===== config.mk =====
export PLATFORM = sky130hd
export DESIGN_NAME = piano_key_ctrl_flat
export DESIGN_NICKNAME = d
export VERILOG_FILES = /design/src/rtl/piano_key_if.sv /design/src/rtl/piano_key_ctrl.sv /design/src/flat_wrapper.sv
export SDC_FILE = /design/constraint.sdc
export NUM_CORES = 1
export LEC_CHECK = 0
export BUFFER_PORTS_ARGS = -buffer_cell sky130_fd_sc_hd__buf_2
export CAP_MARGIN = 20
export CORE_MARGIN = 2
export CORE_UTILIZATION = 60
export DETAILED_ROUTE_END_ITERATION = 16
export GPL_TIMING_DRIVEN = 0
export PLACE_DENSITY = 0.77
export SLEW_MARGIN = 20
export SYNTH_ARGS = -nofsm -noshare
export SYNTH_HDL_FRONTEND = slang
export SYNTH_SLANG_ARGS = --single-unit

===== constraint.sdc =====
create_clock -name clk_in -period 6.4 [get_ports clk_in]
set_input_delay 0.96 -clock clk_in [delete_from_list [all_inputs] [get_ports clk_in]]
set_output_delay 0.96 -clock clk_in [all_outputs]
set_load 0.02 [all_outputs]

===== src/rtl/piano_key_if.sv =====
`default_nettype none
// ============================================================================
// piano_key_if : key inputs and note-select outputs of the piano key front-end
// Revision     : 1.0
// ============================================================================
interface piano_key_if;
  logic [7:0] keys;
  logic [2:0] scaler;
  logic       tone_en;
  logic       note_start;
  logic       busy;
  logic [7:0] key_state;

  modport master (
    output keys,
    input  scaler, tone_en, note_start, busy, key_state
  );

  modport slave (
    input  keys,
    output scaler, tone_en, note_start, busy, key_state
  );
endinterface
`default_nettype wire


===== src/rtl/piano_key_ctrl.sv =====
`default_nettype none
// ============================================================================
// piano_key_ctrl : key sync/debounce, lowest-key arbitration, note scheduler
// Revision       : 1.0
// ============================================================================
module piano_key_ctrl #(
  parameter int DEB_CYCLES = 500000,
  parameter int MIN_HOLD   = 2500000,
  parameter int GAP_CYCLES = 250000
) (
  input  logic           clk_in,
  input  logic           rst_n,
  piano_key_if.slave     bus
);

  localparam int DEB_W  = $clog2(DEB_CYCLES + 1);
  localparam int HOLD_W = $clog2(MIN_HOLD + 1);
  localparam int GAP_W  = $clog2(GAP_CYCLES + 1);

  localparam logic [DEB_W-1:0]  DEB_LAST  = DEB_W'(DEB_CYCLES - 1);
  localparam logic [HOLD_W-1:0] HOLD_LAST = HOLD_W'(MIN_HOLD - 1);
  localparam logic [GAP_W-1:0]  GAP_LAST  = GAP_W'(GAP_CYCLES - 1);

  typedef enum logic [1:0] {
    ST_IDLE = 2'd0,
    ST_PLAY = 2'd1,
    ST_GAP  = 2'd2
  } state_t;

  logic [7:0]       sync1_q, sync2_q;
  logic [7:0]       key_state_q, key_state_d;
  logic [DEB_W-1:0] deb_cnt_q [8];
  logic [DEB_W-1:0] deb_cnt_d [8];

  state_t            state_q, state_d;
  logic [2:0]        scaler_q, scaler_d;
  logic              tone_en_q, tone_en_d;
  logic              note_start_q, note_start_d;
  logic              busy_q, busy_d;
  logic [HOLD_W-1:0] hold_cnt_q, hold_cnt_d;
  logic [GAP_W-1:0]  gap_cnt_q, gap_cnt_d;

  logic       any_key;
  logic [2:0] sel;
  logic       hold_done;

  // A key toggles once its synced level has disagreed for DEB_CYCLES cycles in a row.
  always_comb begin
    key_state_d = key_state_q;
    for (int i = 0; i < 8; i++) begin
      deb_cnt_d[i] = deb_cnt_q[i];
      if (sync2_q[i] == key_state_q[i]) begin
        deb_cnt_d[i] = '0;
      end else if (deb_cnt_q[i] == DEB_LAST) begin
        key_state_d[i] = ~key_state_q[i];
        deb_cnt_d[i]   = '0;
      end else begin
        deb_cnt_d[i] = deb_cnt_q[i] + 1'b1;
      end
    end
  end

  always_comb begin
    any_key = |key_state_q;
    sel     = 3'd0;
    for (int i = 7; i >= 0; i--) begin
      if (key_state_q[i]) sel = 3'(i);
    end
  end

  // The counter holds completed PLAY cycles, so the note is kept for exactly MIN_HOLD cycles.
  assign hold_done = (hold_cnt_q >= HOLD_LAST);

  always_comb begin
    state_d      = state_q;
    scaler_d     = scaler_q;
    tone_en_d    = tone_en_q;
    note_start_d = 1'b0;
    hold_cnt_d   = hold_cnt_q;
    gap_cnt_d    = gap_cnt_q;
    case (state_q)
      ST_IDLE: begin
        tone_en_d = 1'b0;
        if (any_key) begin
          scaler_d     = sel;
          tone_en_d    = 1'b1;
          note_start_d = 1'b1;
          hold_cnt_d   = '0;
          state_d      = ST_PLAY;
        end
      end
      ST_PLAY: begin
        if (!hold_done) begin
          hold_cnt_d = hold_cnt_q + 1'b1;
        end else if (!any_key) begin
          tone_en_d = 1'b0;
          gap_cnt_d = '0;
          state_d   = ST_GAP;
        end else if (sel != scaler_q) begin
          scaler_d     = sel;
          note_start_d = 1'b1;
          hold_cnt_d   = '0;
        end
      end
      ST_GAP: begin
        tone_en_d = 1'b0;
        if (gap_cnt_q == GAP_LAST) begin
          state_d = ST_IDLE;
        end else begin
          gap_cnt_d = gap_cnt_q + 1'b1;
        end
      end
      default: begin
        tone_en_d = 1'b0;
        state_d   = ST_IDLE;
      end
    endcase
    busy_d = (state_d != ST_IDLE);
  end

  always_ff @(posedge clk_in or negedge rst_n) begin
    if (!rst_n) begin
      sync1_q      <= '0;
      sync2_q      <= '0;
      key_state_q  <= '0;
      for (int i = 0; i < 8; i++) deb_cnt_q[i] <= '0;
      state_q      <= ST_IDLE;
      scaler_q     <= 3'd0;
      tone_en_q    <= 1'b0;
      note_start_q <= 1'b0;
      busy_q       <= 1'b0;
      hold_cnt_q   <= '0;
      gap_cnt_q    <= '0;
    end else begin
      sync1_q      <= bus.keys;
      sync2_q      <= sync1_q;
      key_state_q  <= key_state_d;
      for (int i = 0; i < 8; i++) deb_cnt_q[i] <= deb_cnt_d[i];
      state_q      <= state_d;
      scaler_q     <= scaler_d;
      tone_en_q    <= tone_en_d;
      note_start_q <= note_start_d;
      busy_q       <= busy_d;
      hold_cnt_q   <= hold_cnt_d;
      gap_cnt_q    <= gap_cnt_d;
    end
  end

  assign bus.scaler     = scaler_q;
  assign bus.tone_en    = tone_en_q;
  assign bus.note_start = note_start_q;
  assign bus.busy       = busy_q;
  assign bus.key_state  = key_state_q;

endmodule
`default_nettype wire


===== src/flat_wrapper.sv =====
// flat-port wrapper written by rule: the top's interface ports become plain ports
module piano_key_ctrl_flat 
#(
  parameter int DEB_CYCLES = 500000,
  parameter int MIN_HOLD   = 2500000,
  parameter int GAP_CYCLES = 250000
)
  (clk_in, rst_n, bus_keys, bus_scaler, bus_tone_en, bus_note_start, bus_busy, bus_key_state);
  piano_key_if bus_i ();
  input  logic clk_in;
  input  logic rst_n;
  input wire logic [$bits(bus_i.keys)-1:0] bus_keys;
  output wire logic [$bits(bus_i.scaler)-1:0] bus_scaler;
  output wire logic [$bits(bus_i.tone_en)-1:0] bus_tone_en;
  output wire logic [$bits(bus_i.note_start)-1:0] bus_note_start;
  output wire logic [$bits(bus_i.busy)-1:0] bus_busy;
  output wire logic [$bits(bus_i.key_state)-1:0] bus_key_state;
  assign bus_i.keys = bus_keys;
  assign bus_scaler = bus_i.scaler;
  assign bus_tone_en = bus_i.tone_en;
  assign bus_note_start = bus_i.note_start;
  assign bus_busy = bus_i.busy;
  assign bus_key_state = bus_i.key_state;
  piano_key_ctrl #(.DEB_CYCLES(DEB_CYCLES), .MIN_HOLD(MIN_HOLD), .GAP_CYCLES(GAP_CYCLES)) u_core (.clk_in(clk_in), .rst_n(rst_n), .bus(bus_i));
endmodule

==> impl_metrics.py, run 1 <==
metrics = {
    "cts": {
        "cts_sinks": 224,
        "cts-htree-levels": 1,
        "cts.path.max_buffers": 3,
        "root_buffer": "clkbuf_16",
        "hold_buffers": 0,
        "post-cts-setup-buffer-count": 0,
        "worst_setup_hold_path_clk_slew_ps": 60,
        "cts_tree": "yes",
        "cts_buffers": 24,
        "clk_latency_ps": 510,
        "cts_resized": 0,
    },
    "synthesis": {
        "async_flop_share": 1.00,
        "yosysSeqAreaShare": 0.521,
        "synth_flop_cell": "dfrtp_1",
        "synthesis.area_mm2": 0.0108,
        "ys_seq_elements": 224,
        "synth_cells": 1116,
        "synth_top_area_share": 0.521,
        "yosys.area.top_type": "dfrtp_1",
        "syn_area_per_cell_um2": 9.65,
        "yosys-top-cells-area": "dfrtp_1, nor2_1, xnor2_1",
        "ys_types": 59,
        "synth-edff-count": 0,
        "yosysWarnings": 0,
        "synth_nets": 1136,
    },
    "finish": {
        "synthToLayoutAreaGrowth_pct": 12.2,
        "fin_util": 0.693,
        "fin_nets": 1187,
        "final_cell_mix": "dfrtp_1, nor2_1, nand2_1, xnor2_1, nand3_1",
        "drive_above_1_share": 0.0911,
        "n_antenna_cell": 0,
        "final_common_cell": "dfrtp_1",
    },
    "routing": {
        "ant_nets": 0,
        "wl_um": 20400,
        "vias_per_cell": 5.62,
        "drt_iter0_drc": 460,
        "vias": 7920,
        "routed_wire_length_per_instance_um": 14.5,
        "firstDrtPassIters": 5,
        "drc": 0,
    },
    "worst_setup_path": {
        "end_kind": "register",
        "cp.required_ps": 6820,
        "startpoint_type": "register",
        "crit_fanout": 10,
        "path_class": "reg2reg",
        "rr_startpoint": "u_core.hold_cnt_q[0]$_DFFE_PN0P_",
        "arrival_ps": 3000,
        "crit_start": "u_core.hold_cnt_q[0]$_DFFE_PN0P_",
    },
    "power_and_ir_drop": {
        "switchingPower_w": 0.000622,
        "peakVddDrop_v": 0.000260,
        "p_per_area_mw_per_mm2": 248,
        "combPwrFrac": 0.026,
        "p_int_w": 0.00238,
        "clock_power_share": 0.491,
        "switching_share": 0.207,
        "p_leak_nw": 5.13,
        "seq_power_share": 0.483,
    },
    "place": {
        "place_ws_ps": 3880,
        "io_buffers": 23,
        "routabilityCongestion": 0.830,
        "hpwl_um": 13600,
    },
    "global_routing": {
        "antenna_found_initial": 0,
        "grt_pass1_vias": 7755,
        "grt_overflow": 0,
        "grt_pass1_wl_um": 35800,
        "grt_usage": 0.229,
        "grt_max_degree": 88,
    },
    "sta": {
        "skew_ps": 10.5,
        "worst_slack_ps": 3830,
        "maxSlewHeadroom": 0.479,
        "tns_ps": 0,
        "max_freq_mhz": 388,
        "grt_setup_unrepaired": "no",
        "worstMarginPinSlew_ps": 775,
        "hold_viol_final": 0,
        "setup_viol": 0,
        "whs_ps": 350,
        "fin_crit_ps": 2570,
        "final.period_utilization": 0.402,
        "slew_violations": 0,
    },
    "floorplan": {
        "row_count": 48,
        "die_y_um": 138,
        "core_mm2": 0.0174,
        "die_width_um": 138,
        "num_io_pins": 24,
        "start_util": 0.618,
        "dieArea_mm2": 0.0190,
    },
    "run_status": {
        "outcome": "completed",
    },
    "job": {
        "cap_violations": 0,
    },
    "min_path": {
        "hp-class": "in2async",
    },
}
==> power groups by stage <==
stage	clock network, W	logic, W	registers (W)
finish	0.00147	0.0000789	0.00145
global route	0.00156	0.0000939	0.00145
CTS	0.00150	0.0000823	0.00145
detailed placement	0	0.0000819	0.00147
global placement	0	0.0000744	0.00147
floorplan	0	0.0000362	0.00147
==> routing by layer <==
metal | up-vias | GRT usage | share of wire
li1 | 3926 | - | -
met1 | 3835 | 0.320 | 0.47
met2 | 130 | 0.380 | 0.47
met3 | 29 | 0.0336 | 0.035
met4 | 0 | 0.0601 | 0.020
met5 | - | 0 | 0
==> metrics by stage <==
stage | total power, W | cells | area, um^2
after CTS | 0.00304 | 1410 | 12100
after detailed placement | 0.00156 | 1366 | 11200
final | 0.00300 | 1410 | 12100
after floorplan | 0.00151 | 1116 | 10800
after global placement | 0.00155 | 1364 | 11200
after global routing | 0.00311 | 1410 | 12100
==> area by class of cell <==
cell class	count	area (um^2)
Clock inverter	10	153
Buffer	32	160
Clock buffer	34	699
Timing Repair Buffer	25	180
Inverter	33	124
Tap cell	225	282
Sequential cell	224	5610
Fill cell	1346	5340
Multi-Input combinational cell	827	4870
==> cell usage after synthesis, types with 2 or more instances <==
cell type	n
inv_1	33
clkbuf_1	19
nor2_1	220
buf_2	8
o21ai_0	20
nand3b_1	3
and2_1	5
nor2b_1	10
a41oi_1	5
mux2_2	9
and3_1	20
or2_1	2
xnor2_1	77
ha_1	10
buf_6	4
nand3_1	75
nand2b_1	7
nand2_1	89
or3_1	11
nor3_1	26
and4_1	9
mux2i_1	2
o21ai_1	4
or4_1	2
nor2_2	2
a31oi_1	23
xor2_1	71
a21oi_1	17
nand4_1	31
nor4_1	26
nor3b_1	3
or2_2	13
dfrtp_1	224
a21o_1	2
o211ai_1	5
mux2_4	2
nor4bb_1	4
nor4b_1	2
==> critical path: stages, from the launching register on <==
cell and delay (ps):
dfrtp_1 410, ha_1 260, nand4_2 140, a2111o_1 180, a31oi_2 130, nor3_1 510, buf_2 320, buf_2 260
a21oi_1 110, a31oi_1 180
==> kinds of logic after synthesis <==
family,synth area share
AOI/OAI and AO/OA,0.0552
DFF,0.521
muxes,0.0141
and+or+nand+nor,0.252
adders and majority gates,0.0116
xor gates and xnor gates,0.120
buffers and inverters,0.0264
==> flip-flops by register name (all words and copies together), names as in the netlist <==
register               count
u_core.deb_cnt_q         152
u_core.hold_cnt_q         22
u_core.gap_cnt_q          18
u_core.bus.key_state       8
u_core.sync1_q             8
u_core.sync2_q             8
u_core.bus.scaler          3
u_core.state_q             2
u_core.bus.busy            1
u_core.bus.note_start      1
u_core.bus.tone_en         1
==> path summary, 6_finish.rpt <==
path                                                endpoint  cells past startpoint  slack, ps
max                        u_core.hold_cnt_q[11]$_DFFE_PN0P_                      9       3830
min in group clk_in              u_core.sync2_q[4]$_DFF_PN0_                      0        350
max in group asynchronous     u_core.deb_cnt_q[58]$_DFF_PN0_                      3       4890
min                          u_core.deb_cnt_q[123]$_DFF_PN0_                      1        350
max reg2reg                u_core.hold_cnt_q[11]$_DFFE_PN0P_                      9       3830
min reg2reg                      u_core.sync2_q[4]$_DFF_PN0_                      0        350
Power figures use the tool's default switching activity.
==> run 2, diff against run 1 <==
Settings changed: CORE_UTILIZATION 60 to 57, PLACE_DENSITY 0.77 to 0.76.
Clock period 6.4 ns to 2.1 ns, I/O delays scaled along.
==> impl_metrics.py, run 2 (same netlist as run 1, synthesis figures left out) <==
metrics = {
    "routing": {
        "wl_um": 21300,
        "firstDrtPassIters": 6,
        "vias_per_cell": 5.54,
        "drc": 0,
        "ant_nets": 0,
        "vias": 8079,
        "routed_wire_length_per_instance_um": 14.6,
        "drt_iter0_drc": 523,
    },
    "finish": {
        "fin_nets": 1227,
        "register_area_mm2": 0.00561,
        "multiInputGateArea_mm2": 0.00507,
        "reg_top3": "u_core.deb_cnt_q (152), u_core.hold_cnt_q (22), u_core.gap_cnt_q (18)",
        "stdcell_area_mm2": 0.0127,
        "filler_cell_count": 1398,
        "final_cell_mix": "nor2_1, dfrtp_1, nand2_1, xnor2_1, nand3_1",
        "top_register": "u_core.deb_cnt_q",
        "largest_register_ffs": 152,
        "drive_above_1_share": 0.149,
        "final_common_cell": "nor2_1",
        "fin_util": 0.679,
        "synthToLayoutAreaGrowth_pct": 17.6,
        "n_antenna_cell": 0,
    },
    "worst_setup_path": {
        "cp_cell_sequence": "ha_2 > nand4_4 > a2111o_1 > a31oi_4 > nor2_4 > a211oi_4 > mux2_4",
        "ff2ff_setup_slack_ps": -150,
        "ff2ff_path_depth": 7,
        "cp_slowest_stage_delay_ps": 420,
        "critPathTopFamily": "compound AO/OA/AOI/OAI gates",
        "cp.required_ps": 2490,
        "rr_startpoint": "u_core.hold_cnt_q[0]$_DFFE_PN0P_",
        "path_class": "reg2reg",
        "slowest_stage": "a2111o_1",
        "startpoint_type": "register",
        "r2r-end": "u_core.bus.scaler[1]$_DFFE_PN0P_",
        "crit_start": "u_core.hold_cnt_q[0]$_DFFE_PN0P_",
        "endpoint": "u_core.bus.scaler[1]$_DFFE_PN0P_",
        "critPathBufInv": 0,
        "cp_num_cells": 7,
        "arrival_ps": 2640,
        "end_kind": "register",
        "crit_fanout": 4,
    },
    "run_status": {
        "outcome": "complete, but fails checks",
        "violations": "negative setup slack",
    },
    "place": {
        "io_buffers": 23,
        "hpwl_um": 13200,
        "routabilityCongestion": 0.822,
        "dpl_cell_area_mm2": 0.0113,
    },
    "floorplan": {
        "row_count": 50,
        "die_width_um": 141,
        "die_y_um": 141,
        "start_util": 0.577,
        "dieArea_mm2": 0.0200,
        "core_mm2": 0.0186,
        "num_io_pins": 24,
    },
    "sta": {
        "fin_crit_ps": 2250,
        "hold_viol_final": 0,
        "max_freq_mhz": 444,
        "setup_viol": 25,
        "skew_ps": 14.8,
        "final.period_utilization": 1.07,
        "grt_setup_unrepaired": "yes",
        "whs_ps": 304,
        "worstMarginPinSlew_ps": 633,
        "maxSlewHeadroom": 0.574,
        "slew_violations": 0,
        "tns_ps": -1650,
        "worst_slack_ps": -151,
    },
    "cts": {
        "cts.path.max_buffers": 3,
        "root_buffer": "clkbuf_16",
        "cts_buffers": 25,
        "clk_latency_ps": 510,
        "cts_sinks": 224,
        "cts-htree-levels": 1,
        "cts_tree": "yes",
        "worst_setup_hold_path_clk_slew_ps": 60,
    },
    "global_routing": {
        "antenna_found_initial": 0,
        "grt_max_degree": 95,
        "grt_pass1_vias": 7624,
        "grt_pass1_wl_um": 35000,
        "grt_overflow": 0,
        "grt_usage": 0.207,
    },
    "power_and_ir_drop": {
        "p_leak_nw": 5.38,
        "p_per_area_mw_per_mm2": 711,
        "peakVddDrop_v": 0.000666,
    },
    "min_path": {
        "hp-class": "in2async",
    },
    "job": {
        "cap_violations": 0,
    },
}
-- run 2: layout make-up --
| type | instances | share of cell area |
|---|---|---|
| Buffer | 22 | 0.0122 |
| Clock buffer | 37 | 0.0593 |
| Clock inverter | 6 | 0.00632 |
| Inverter | 33 | 0.00978 |
| Multi-Input combinational cell | 827 | 0.400 |
| Sequential cell | 224 | 0.443 |
| Tap cell | 234 | 0.0231 |
| Timing Repair Buffer | 74 | 0.0456 |
-- run 2: worst min-delay path by stage --
stage                                      from                               to  cells past startpoint
floorplan                                 rst_n        u_core.bus.busy$_DFF_PN0_                      0
global placement    u_core.sync1_q[4]$_DFF_PN0_      u_core.sync2_q[4]$_DFF_PN0_                      0
detailed placement                        rst_n  u_core.deb_cnt_q[124]$_DFF_PN0_                      1
CTS                                       rst_n   u_core.deb_cnt_q[87]$_DFF_PN0_                      2
global route                              rst_n   u_core.deb_cnt_q[87]$_DFF_PN0_                      2
finish                                    rst_n  u_core.deb_cnt_q[128]$_DFF_PN0_                      2
-- run 2: report_power, final --
| group | total, W | internal [W] | switching [W] |
|---|---|---|---|
| registers | 0.00442 | 0.00437 | 0.0000474 |
| clock network | 0.00434 | 0.00269 | 0.00165 |
| logic | 0.000247 | 0.0000810 | 0.000166 |
-- run 2: what timing repair did --
action / in CTS / in global routing
hold buffers: 9 / 0
hold endpoints to repair: 50 / 0
gates cloned: 2 / 2
pin swaps: 8 / 11
buffers inserted: 10 / 26
endpoints found under the setup margin: 123 / 86
resized for setup: 29 / 30
-- run 2: stage by stage --
step	cells	worst slack (ps)	total power [W]
global route	1457	-196	0.00937
finish	1457	-151	0.00900
floorplan	1116	-8.50	0.00459
global placement	1373	-3490	0.00472
CTS	1433	-141	0.00913
detailed placement	1375	-289	0.00474
-- run 2: worst register-to-register path, cell delays in order, from the launching register on --
cell and delay [ps]:
dfrtp_1 350, ha_2 210, nand4_4 90, a2111o_1 420, a31oi_4 250, nor2_4 90
a211oi_4 370, mux2_4 340
-- run 2: per-layer routing --
metal	global-route usage	up-vias	routed length, um
met5	0	-	0
met4	0.0558	0	451
met3	0.0354	41	896
met2	0.345	201	10100
met1	0.284	3855	9790
li1	-	3982	-
